### src/rtl/openflow_pkg.sv
// rtl/openflow_pkg.sv - shared TUSER field offsets and arbiter FSM encoding
package openflow_pkg;

  localparam int LEN_LO = 0;
  localparam int SPT_LO = 16;
  localparam int DPT_LO = 24;

  typedef enum logic {
    ST_IDLE = 1'b0,
    ST_SEND = 1'b1
  } arb_state_e;

endpackage

### src/rtl/rr_priority_picker.sv
// rtl/rr_priority_picker.sv - combinational round-robin search starting at ptr+1
module rr_priority_picker #(
  parameter int N  = 5,
  parameter int PW = $clog2(N)
) (
  input  logic [N-1:0]  req_i,
  input  logic [PW-1:0] ptr_i,
  output logic [PW-1:0] idx_o,
  output logic          found_o
);

  always_comb begin
    idx_o   = '0;
    found_o = 1'b0;
    for (int k = 1; k <= N; k++) begin
      if (!found_o && req_i[(int'(ptr_i) + k) % N]) begin
        found_o = 1'b1;
        idx_o   = PW'((int'(ptr_i) + k) % N);
      end
    end
  end

endmodule

### src/rtl/openflow_input_arbiter.sv
// rtl/openflow_input_arbiter.sv - packet-granular N-port round-robin AXI-Stream merger with SPT stamping
// Optional per-port packet counters on pkt_count when OF_ARB_STATS_EN is defined.
module openflow_input_arbiter
  import openflow_pkg::*;
#(
  parameter int C_NUM_PORTS           = 5,
  parameter int C_AXIS_DATA_WIDTH     = 64,
  parameter int C_AXIS_TUSER_WIDTH    = 128,
  parameter int C_AXIS_SPT_DATA_WIDTH = 8,
  parameter int C_STAT_WIDTH          = 32
) (
  input  logic                                        aclk,
  input  logic                                        areset,
  input  logic [C_NUM_PORTS*C_AXIS_DATA_WIDTH-1:0]    s_axis_tdata,
  input  logic [C_NUM_PORTS*C_AXIS_DATA_WIDTH/8-1:0]  s_axis_tstrb,
  input  logic [C_NUM_PORTS*C_AXIS_TUSER_WIDTH-1:0]   s_axis_tuser,
  input  logic [C_NUM_PORTS-1:0]                      s_axis_tvalid,
  output logic [C_NUM_PORTS-1:0]                      s_axis_tready,
  input  logic [C_NUM_PORTS-1:0]                      s_axis_tlast,
  output logic [C_AXIS_DATA_WIDTH-1:0]                m_axis_tdata,
  output logic [C_AXIS_DATA_WIDTH/8-1:0]              m_axis_tstrb,
  output logic [C_AXIS_TUSER_WIDTH-1:0]               m_axis_tuser,
  output logic                                        m_axis_tvalid,
  input  logic                                        m_axis_tready,
  output logic                                        m_axis_tlast,
  output logic [$clog2(C_NUM_PORTS)-1:0]              grant_port
`ifdef OF_ARB_STATS_EN
  ,
  output logic [C_NUM_PORTS*C_STAT_WIDTH-1:0]         pkt_count
`endif
);

  localparam int PW = $clog2(C_NUM_PORTS);
  localparam int DW = C_AXIS_DATA_WIDTH;
  localparam int SW = C_AXIS_DATA_WIDTH / 8;
  localparam int TW = C_AXIS_TUSER_WIDTH;
  localparam int PTW = C_AXIS_SPT_DATA_WIDTH;

  arb_state_e      state_q, state_d;
  logic [PW-1:0]   grant_q, ptr_q, pick_idx;
  logic            pick_found;
  logic            first_q;
  logic            grant_rdy, beat_acc;
  logic [DW-1:0]   m_tdata_q, in_data;
  logic [SW-1:0]   m_tstrb_q, in_strb;
  logic [TW-1:0]   m_tuser_q, in_user, beat_user;
  logic            m_tvalid_q, m_tlast_q, in_last;
  logic [PTW-1:0]  spt_onehot;

  rr_priority_picker #(.N(C_NUM_PORTS), .PW(PW)) u_picker (
    .req_i  (s_axis_tvalid),
    .ptr_i  (ptr_q),
    .idx_o  (pick_idx),
    .found_o(pick_found)
  );

  assign in_data = s_axis_tdata[int'(grant_q)*DW +: DW];
  assign in_strb = s_axis_tstrb[int'(grant_q)*SW +: SW];
  assign in_user = s_axis_tuser[int'(grant_q)*TW +: TW];
  assign in_last = s_axis_tlast[grant_q];

  // Ready is gated during reset so no input beat is consumed by a cycle that gets discarded.
  assign grant_rdy = !areset && (!m_tvalid_q || m_axis_tready);

  always_ff @(posedge aclk) begin
    if (areset) state_q <= ST_IDLE;
    else        state_q <= state_d;
  end

  always_comb begin
    state_d       = state_q;
    s_axis_tready = '0;
    beat_acc      = 1'b0;
    case (state_q)
      ST_IDLE: begin
        if (pick_found) state_d = ST_SEND;
      end
      ST_SEND: begin
        s_axis_tready[grant_q] = grant_rdy;
        beat_acc = grant_rdy && s_axis_tvalid[grant_q];
        if (beat_acc && in_last) state_d = ST_IDLE;
      end
      default: state_d = ST_IDLE;
    endcase
  end

  always_comb begin
    spt_onehot          = '0;
    spt_onehot[grant_q] = 1'b1;
    beat_user           = in_user;
    if (first_q) beat_user[SPT_LO +: PTW] = spt_onehot;
  end

  always_ff @(posedge aclk) begin
    if (areset) begin
      grant_q    <= '0;
      ptr_q      <= PW'(C_NUM_PORTS - 1);
      first_q    <= 1'b1;
      m_tdata_q  <= '0;
      m_tstrb_q  <= '0;
      m_tuser_q  <= '0;
      m_tvalid_q <= 1'b0;
      m_tlast_q  <= 1'b0;
    end else begin
      if (state_q == ST_IDLE && pick_found) grant_q <= pick_idx;
      if (beat_acc) begin
        m_tdata_q  <= in_data;
        m_tstrb_q  <= in_strb;
        m_tuser_q  <= beat_user;
        m_tlast_q  <= in_last;
        m_tvalid_q <= 1'b1;
        first_q    <= in_last;
        if (in_last) ptr_q <= grant_q;
      end else if (m_axis_tready) begin
        m_tvalid_q <= 1'b0;
      end
    end
  end

  assign m_axis_tdata  = m_tdata_q;
  assign m_axis_tstrb  = m_tstrb_q;
  assign m_axis_tuser  = m_tuser_q;
  assign m_axis_tvalid = m_tvalid_q;
  assign m_axis_tlast  = m_tlast_q;
  assign grant_port    = grant_q;

`ifdef OF_ARB_STATS_EN
  logic [C_STAT_WIDTH-1:0] cnt_q [C_NUM_PORTS];

  always_ff @(posedge aclk) begin
    if (areset) begin
      for (int i = 0; i < C_NUM_PORTS; i++) cnt_q[i] <= '0;
    end else if (beat_acc && in_last) begin
      cnt_q[grant_q] <= cnt_q[grant_q] + C_STAT_WIDTH'(1);
    end
  end

  for (genvar g = 0; g < C_NUM_PORTS; g++) begin : g_cnt
    assign pkt_count[g*C_STAT_WIDTH +: C_STAT_WIDTH] = cnt_q[g];
  end
`endif

endmodule

### config.mk
export PLATFORM = sky130hd
export DESIGN_NAME = openflow_input_arbiter
export DESIGN_NICKNAME = d
export VERILOG_FILES = /design/src/rtl/openflow_pkg.sv /design/src/rtl/rr_priority_picker.sv /design/src/rtl/openflow_input_arbiter.sv
export SDC_FILE = /design/constraint.sdc
export NUM_CORES = 1
export LEC_CHECK = 0
export ABC_AREA = 1
export CORE_AREA = 4 4 475 477
export DETAILED_ROUTE_END_ITERATION = 10
export DIE_AREA = 0 0 479 481
export PLACE_DENSITY = 0.37
export SYNTH_ARGS = -nofsm -noshare
export SYNTH_HDL_FRONTEND = slang
export SYNTH_SLANG_ARGS = --single-unit
### constraint.sdc
create_clock -name aclk -period 3.5 [get_ports aclk]
set_input_delay 0.35 -clock aclk [delete_from_list [all_inputs] [get_ports aclk]]
set_output_delay 0.35 -clock aclk [all_outputs]
set_load 0.02 [all_outputs]
==> results of run 1 <==
## cells in the final DEF (no fill, tap or decap), types with 6 or more instances in the layout
cell type        count
clkbuf_1             9
o21ai_0            215
clkinv_2             9
nand2_2             26
nor2_1              30
clkbuf_8             6
ha_1                21
a31oi_1            118
a22oi_1             49
nand2_4              6
clkbuf_16           39
buf_12              24
inv_1               51
a22o_1             117
o21ai_1              8
clkdlybuf4s50_1   1222
nand4_1             11
inv_2                9
a221oi_1           150
a21oi_1            130
nand2_1            406
nand3_1            134
nand3_2             11
diode_2             38
buf_4               55
dfxtp_1            207
## state kept, by name, indices dropped and copies added, names as in the netlist
register and count:
m_axis_tstrb 8, m_axis_tlast 1, ptr_q 3, m_axis_tdata 64, state_q 1, grant_port 3
m_axis_tvalid 1, first_q 1, m_axis_tuser 128
## power by group through the flow
stage                     registers (mW)  logic, mW  clock network (mW)
after floorplan                     3.66       3.99                   0
after global placement              3.19       9.65                   0
after detailed placement            3.20       9.60                   0
after CTS                           3.16       9.65                4.20
after global routing                3.21       10.3                4.23
final                               3.15       9.53                3.93
## critical path: cells and delay by family, from the launching register on
family          cells  cell delay [ps]
fa+ha+maj           3              680
compound gates      2              280
xor+xnor            1               90
flops               1              360
buf+inv             4              380
simple gates       13             1440
## final cells by class
| cell class | instances | share of cell area |
|---|---|---|
| timing repair buffer | 1302 | 0.420 |
| tap | 2975 | 0.119 |
| clock buffer | 54 | 0.0349 |
| antenna | 38 | 0.00304 |
| inverter | 65 | 0.00884 |
| sequential | 210 | 0.135 |
| clock inverter | 13 | 0.00392 |
| multi-input combinational | 1472 | 0.276 |
## path summary, 6_finish.rpt
kind                           from                to
setup / recovery           ptr_q[1]     grant_port[1]
setup reg to reg           ptr_q[1]     grant_port[1]
hold / removal    s_axis_tuser[211]  m_axis_tuser[83]
hold reg to reg        m_axis_tlast      m_axis_tlast
## through the flow
stage	setup TNS, ps	cells	util	worst slack, ps
finish	0	6129	0.141	213
CTS	0	6090	0.140	9.90
detailed placement	0	6023	0.135	36.3
global route	-77.8	6106	0.141	-27.9
global placement	0	6023	0.135	28.5
floorplan	0	1932	-	175
## synth_stat cells, types with 2 or more instances
library cell | n | share of area
dfxtp_1 | 210 | 0.31
nand2_2 | 23 | 0.010
o21ai_1 | 6 | 0.0022
nand3_2 | 11 | 0.0080
clkbuf_1 | 132 | 0.036
o211ai_1 | 2 | 0.0011
buf_1 | 8 | 0.0022
buf_4 | 5 | 0.0027
a31oi_1 | 118 | 0.054
nand4_1 | 11 | 0.0050
inv_2 | 9 | 0.0025
o21ai_0 | 218 | 0.079
o21ai_2 | 3 | 0.0019
a221oi_1 | 150 | 0.096
nor2_1 | 33 | 0.0090
nand3_1 | 134 | 0.049
a22o_1 | 117 | 0.075
a21oi_2 | 3 | 0.0019
nor3_2 | 2 | 0.0015
nand2_4 | 4 | 0.0033
nor2_2 | 2 | 0.00091
a21oi_1 | 130 | 0.047
a41o_1 | 2 | 0.0015
inv_1 | 55 | 0.015
nand2_1 | 411 | 0.11
or2_2 | 3 | 0.0014
xor2_1 | 4 | 0.0025
ha_1 | 24 | 0.022
a22oi_1 | 49 | 0.027
buf_2 | 38 | 0.014
## metal layers
metal | up-vias | share of wire | track usage
met1 | 10200 | 0.36 | 0.156
met4 | 126 | 0.037 | 0.0454
li1 | 9583 | - | -
met3 | 399 | 0.12 | 0.0751
met2 | 1262 | 0.48 | 0.259
met5 | - | 0.0044 | 0
## kinds of logic after synthesis
family                     Yosys count  share of synthesized area
AOI/OAI and AO/OA                  802                      0.389
and+or+nand+nor                    641                      0.206
DFF                                210                      0.306
adders and majority gates           24                     0.0219
buffers and inverters              250                     0.0740
xor gates and xnor gates             5                    0.00373
## repair_timing
action / CTS / global route
endpoints found under the setup margin: 0 / 4
setup buffers: 0 / 1
endpoints found under the hold margin: 0 / 0
gates resized for setup: 0 / 26
==> results.json, run 1 <==
{
  "hold_class": "in2reg",
  "die-area_um2": 230000,
  "cp_cell_sequence": "inv_2, ha_1, ha_1, inv_1, nand4_1, nand2_2, xor2_2, buf_4, ha_1, or2_2, nand2_2, nand2_2, o21ai_2, nand3_1, nand2_1, nand2_1, nand2_2, inv_1, nand3_2, nand2_4, nor2_1, nand2_1, a21oi_2",
  "cpPeakStageDelay_ps": 360,
  "cts_tree": "built",
  "seqPwrFrac": 0.190,
  "ios": 1223,
  "p_int_mw": 9.06,
  "coreArea_um2": 221000,
  "reg2reg_depth": 23,
  "numPortBuffers": 1222,
  "register_area_um2": 4210,
  "multiInputGateArea_um2": 8620,
  "syn_nets": 2969,
  "switching_share": 0.455,
  "die_x_um": 479,
  "cp_max_fo": 6,
  "path_class": "reg2reg",
  "drt_iter0_markers": 1407,
  "r2r_setup_slack_ps": 210,
  "nFillCells": 25500,
  "drc_errors": 0,
  "async_flop_share": 0,
  "fp.dieH_um": 481,
  "layout-drive-gt1-share": 0.0722,
  "grt_overflow": 0,
  "wirelength_um": 181000,
  "hold_depth": 3,
  "power_switching_mw": 7.56,
  "fin_hold_ws_ps": 305,
  "p_comb_frac": 0.574,
  "num_rows": 173,
  "yosysWarnings": 0,
  "status": "completed",
  "cellPowerDensity_nw_per_um2": 531,
  "gp_congestion": 0.920,
  "clkPwrFrac": 0.237,
  "placed_cell_area_um2": 29900,
  "fin_skew_ps": 33.1,
  "fin_area_um2": 31300,
  "worstMarginPinSlew_ps": 912,
  "worstSetupStartpointType": "flop",
  "wl_per_cell_um": 29.5,
  "grt_pass1_vias": 21600,
  "grt_max_degree": 76,
  "ir_worst_vdd_mv": 0.442,
  "hold_viol": 0,
  "nNetsFinal": 4125,
  "cp.required_ps": 4040,
  "cts_hold_buf": 0,
  "crit_path_end_kind": "flop",
  "dpl.hpwl_um": 155000,
  "clkLatencyLatePin_ps": 630,
  "syn_area_per_cell_um2": 7.11,
  "antenna_found_initial": 196,
  "viasPerCell": 3.52,
  "finalSetupViolCount": 0,
  "ys_types": 45,
  "cpMostUsedCell": "nand2_2",
  "post-route-min-period_ps": 3290,
  "cts_sinks": 210,
  "maxCapViolations": 0,
  "gr-usage-all-layers": 0.149,
  "grt_pass1_wl_um": 225000,
  "relSlewSlack": 0.392,
  "drtPass1Iterations": 5,
  "cts_max_level": 2,
  "drv_slew": 0,
  "synth_ff_type": "dfxtp_1",
  "finalPower_mw": 16.6,
  "vias": 21600,
  "syn-instance-count": 1932,
  "start_util": 0.0620,
  "clk_pin_slew_ps": 50,
  "max_freq_mhz": 304,
  "ys_seq_area_frac": 0.306,
  "cp.arrival_ps": 3820,
  "area_growth_pct": 128,
  "cts_root_buf": "clkbuf_16",
  "cts_buffers": 37,
  "p_leak_nw": 10.8,
  "synth_edf_count": 0,
  "synth_area_um2": 13700,
  "ys_seq_elements": 210,
  "drtAntennaViolNets": 0,
  "cp_slowest_cell": "dfxtp_2",
  "period_share": 0.939,
  "clockBufferDepth": 3
}
(Power assumes the default switching activity.)
==> inputs of run 2 (changes only) <==
CTS_BUF_LIST = sky130_fd_sc_hd__clkbuf_8   (was default)
==> results.json, run 2 (synthesis gave the netlist of run 1 again) <==
{
  "status": "completed",
  "grt_max_degree": 76,
  "worstMarginPinSlew_ps": 1030,
  "crit_path_start": "ptr_q[1]",
  "hold_viol": 0,
  "finalSetupViolCount": 0,
  "cts_max_level": 2,
  "p_comb_frac": 0.597,
  "crit_end": "grant_port[1]",
  "tns_ps": 0,
  "relSlewSlack": 0.314,
  "layout_commonest_cell": "clkdlybuf4s50_1",
  "num_rows": 173,
  "fp.dieH_um": 481,
  "drv_slew": 0,
  "utilization": 0.140,
  "fin_hold_ws_ps": 171,
  "vias": 21600,
  "finalPower_mw": 16.0,
  "dpl.hpwl_um": 155000,
  "gr-usage-all-layers": 0.149,
  "area_growth_pct": 126,
  "cellPowerDensity_nw_per_um2": 515,
  "hold_class": "in2reg",
  "wl_per_cell_um": 29.4,
  "switching_share": 0.472,
  "cts_root_buf": "clkbuf_8",
  "coreArea_um2": 221000,
  "worstReg2RegEnd": "grant_port[1]",
  "antenna_found_initial": 196,
  "grt_pass1_vias": 21800,
  "cts_sinks": 210,
  "wirelength_um": 181000,
  "period_share": 0.932,
  "drt_iter0_markers": 1367,
  "cp.required_ps": 4170,
  "worstSetupStartpointType": "flop",
  "maxCapViolations": 0,
  "clk_pin_slew_ps": 60,
  "nNetsFinal": 4140,
  "r2r_setup_slack_ps": 240,
  "gp_congestion": 0.920,
  "p_leak_nw": 10.8,
  "cts_tree": "built",
  "final_cell_mix": "clkdlybuf4s50_1 (1222), nand2_1 (406), o21ai_0 (215), dfxtp_1 (207), a221oi_1 (150)",
  "layout.cells.non_filler": 6149,
  "cpPeakStageDelay_ps": 360,
  "die_x_um": 479,
  "seqPwrFrac": 0.197,
  "p_int_mw": 8.46,
  "cp.arrival_ps": 3930,
  "rr_startpoint": "ptr_q[1]",
  "placed_cells": 6023,
  "path_class": "reg2reg",
  "drtPass1Iterations": 5,
  "viasPerCell": 3.51,
  "cts_buffers": 51,
  "clkLatencyLatePin_ps": 750,
  "drc_errors": 0,
  "max_freq_mhz": 307,
  "cpMostUsedCell": "nand2_4",
  "cts_hold_buf": 0,
  "largest_reg_flops": 128,
  "die-area_um2": 230000,
  "power_switching_mw": 7.55,
  "start_util": 0.0620,
  "ios": 1223,
  "post-route-min-period_ps": 3260,
  "numPortBuffers": 1222,
  "clockBufferDepth": 3,
  "ir_worst_vdd_mv": 0.385,
  "cp_max_fo": 6,
  "grt_pass1_wl_um": 226000,
  "cp_slowest_cell": "dfxtp_4",
  "layout-drive-gt1-share": 0.0774,
  "clkPwrFrac": 0.205,
  "reg2reg_depth": 26,
  "grt_overflow": 0,
  "hp-start": "s_axis_tuser[193]",
  "crit_path_end_kind": "flop",
  "fin_skew_ps": 35.1,
  "drtAntennaViolNets": 0
}
## run 2: cell count changes in the layout (fill, tap and decap cells not counted), moves of 2 or more
cell and delta:
clkbuf_1 -9, clkinv_2 -3, nand2_2 -2, nand2_4 +2
clkbuf_16 -39, clkbuf_8 +57, diode_2 -3, inv_1 +15
## run 2: power by group through the flow
stage          Clock [mW]  Combinational [mW]  Sequential (mW)
3_3_place_gp            0                9.65             3.19
6_report             3.29                9.56             3.15
5_1_grt              3.61                10.3             3.21
2_1_floorplan           0                3.99             3.66
4_1_cts              3.60                9.66             3.16
3_5_place_dp            0                9.60             3.20
## run 2: worst min-delay path by stage
stage / to / slack [ps] / cells after the start
after detailed placement: m_axis_tuser[19] / 460 / 2
after global routing: m_axis_tuser[83] / 80 / 3
after global placement: m_axis_tuser[19] / 460 / 2
after floorplan: state_q / 440 / 2
after CTS: m_axis_tuser[65] / 8 / 3
final: m_axis_tuser[65] / 170 / 3
## run 2: area by class of cell
cell class              count  area [um2]
well taps                2975        3720
multi-input cells        1472        8640
diodes                     35        87.6
fillers                 25500      190000
clock buffers              63         867
clock inverters            26         153
repair buffers           1303       13100
inverters                  65         279
flip-flops and latches    210        4210
## run 2: metrics by stage
step,cell area (um2),setup slack [ps]
2_1_floorplan,13700,175
3_3_place_gp,29900,28.5
3_5_place_dp,29900,36.3
4_1_cts,30900,22.0
5_1_grt,31100,-4.54
6_report,31100,238
## run 2: worst max-delay path: cells and delay by family, from the launching register on
family / cells / cell delay (ps)
XOR/XNOR: 1 / 90
buffers and inverters: 5 / 410
AO/OA/AOI/OAI: 2 / 260
AND/OR/NAND/NOR: 15 / 1530
adder cells (fa/ha/maj): 3 / 520
flip-flops: 1 / 360
## run 2: per-layer routing
layer | wire length [um] | vias to the layer above | GRT usage | part of all wire
met3 | 20600 | 407 | 0.0747 | 0.11
met5 | 776 | - | 0 | 0.0043
met4 | 7160 | 122 | 0.0492 | 0.040
met1 | 65600 | 10200 | 0.157 | 0.36
li1 | - | 9611 | - | -
met2 | 86800 | 1270 | 0.257 | 0.48
## run 2: what timing repair did
| item | 4_1_cts | 5_1_grt |
|---|---|---|
| pin swaps | 0 | 4 |
| setup buffers | 0 | 2 |
| resized for setup | 2 | 31 |
| cloned | 0 | 0 |
| endpoints found under the setup margin | 2 | 4 |
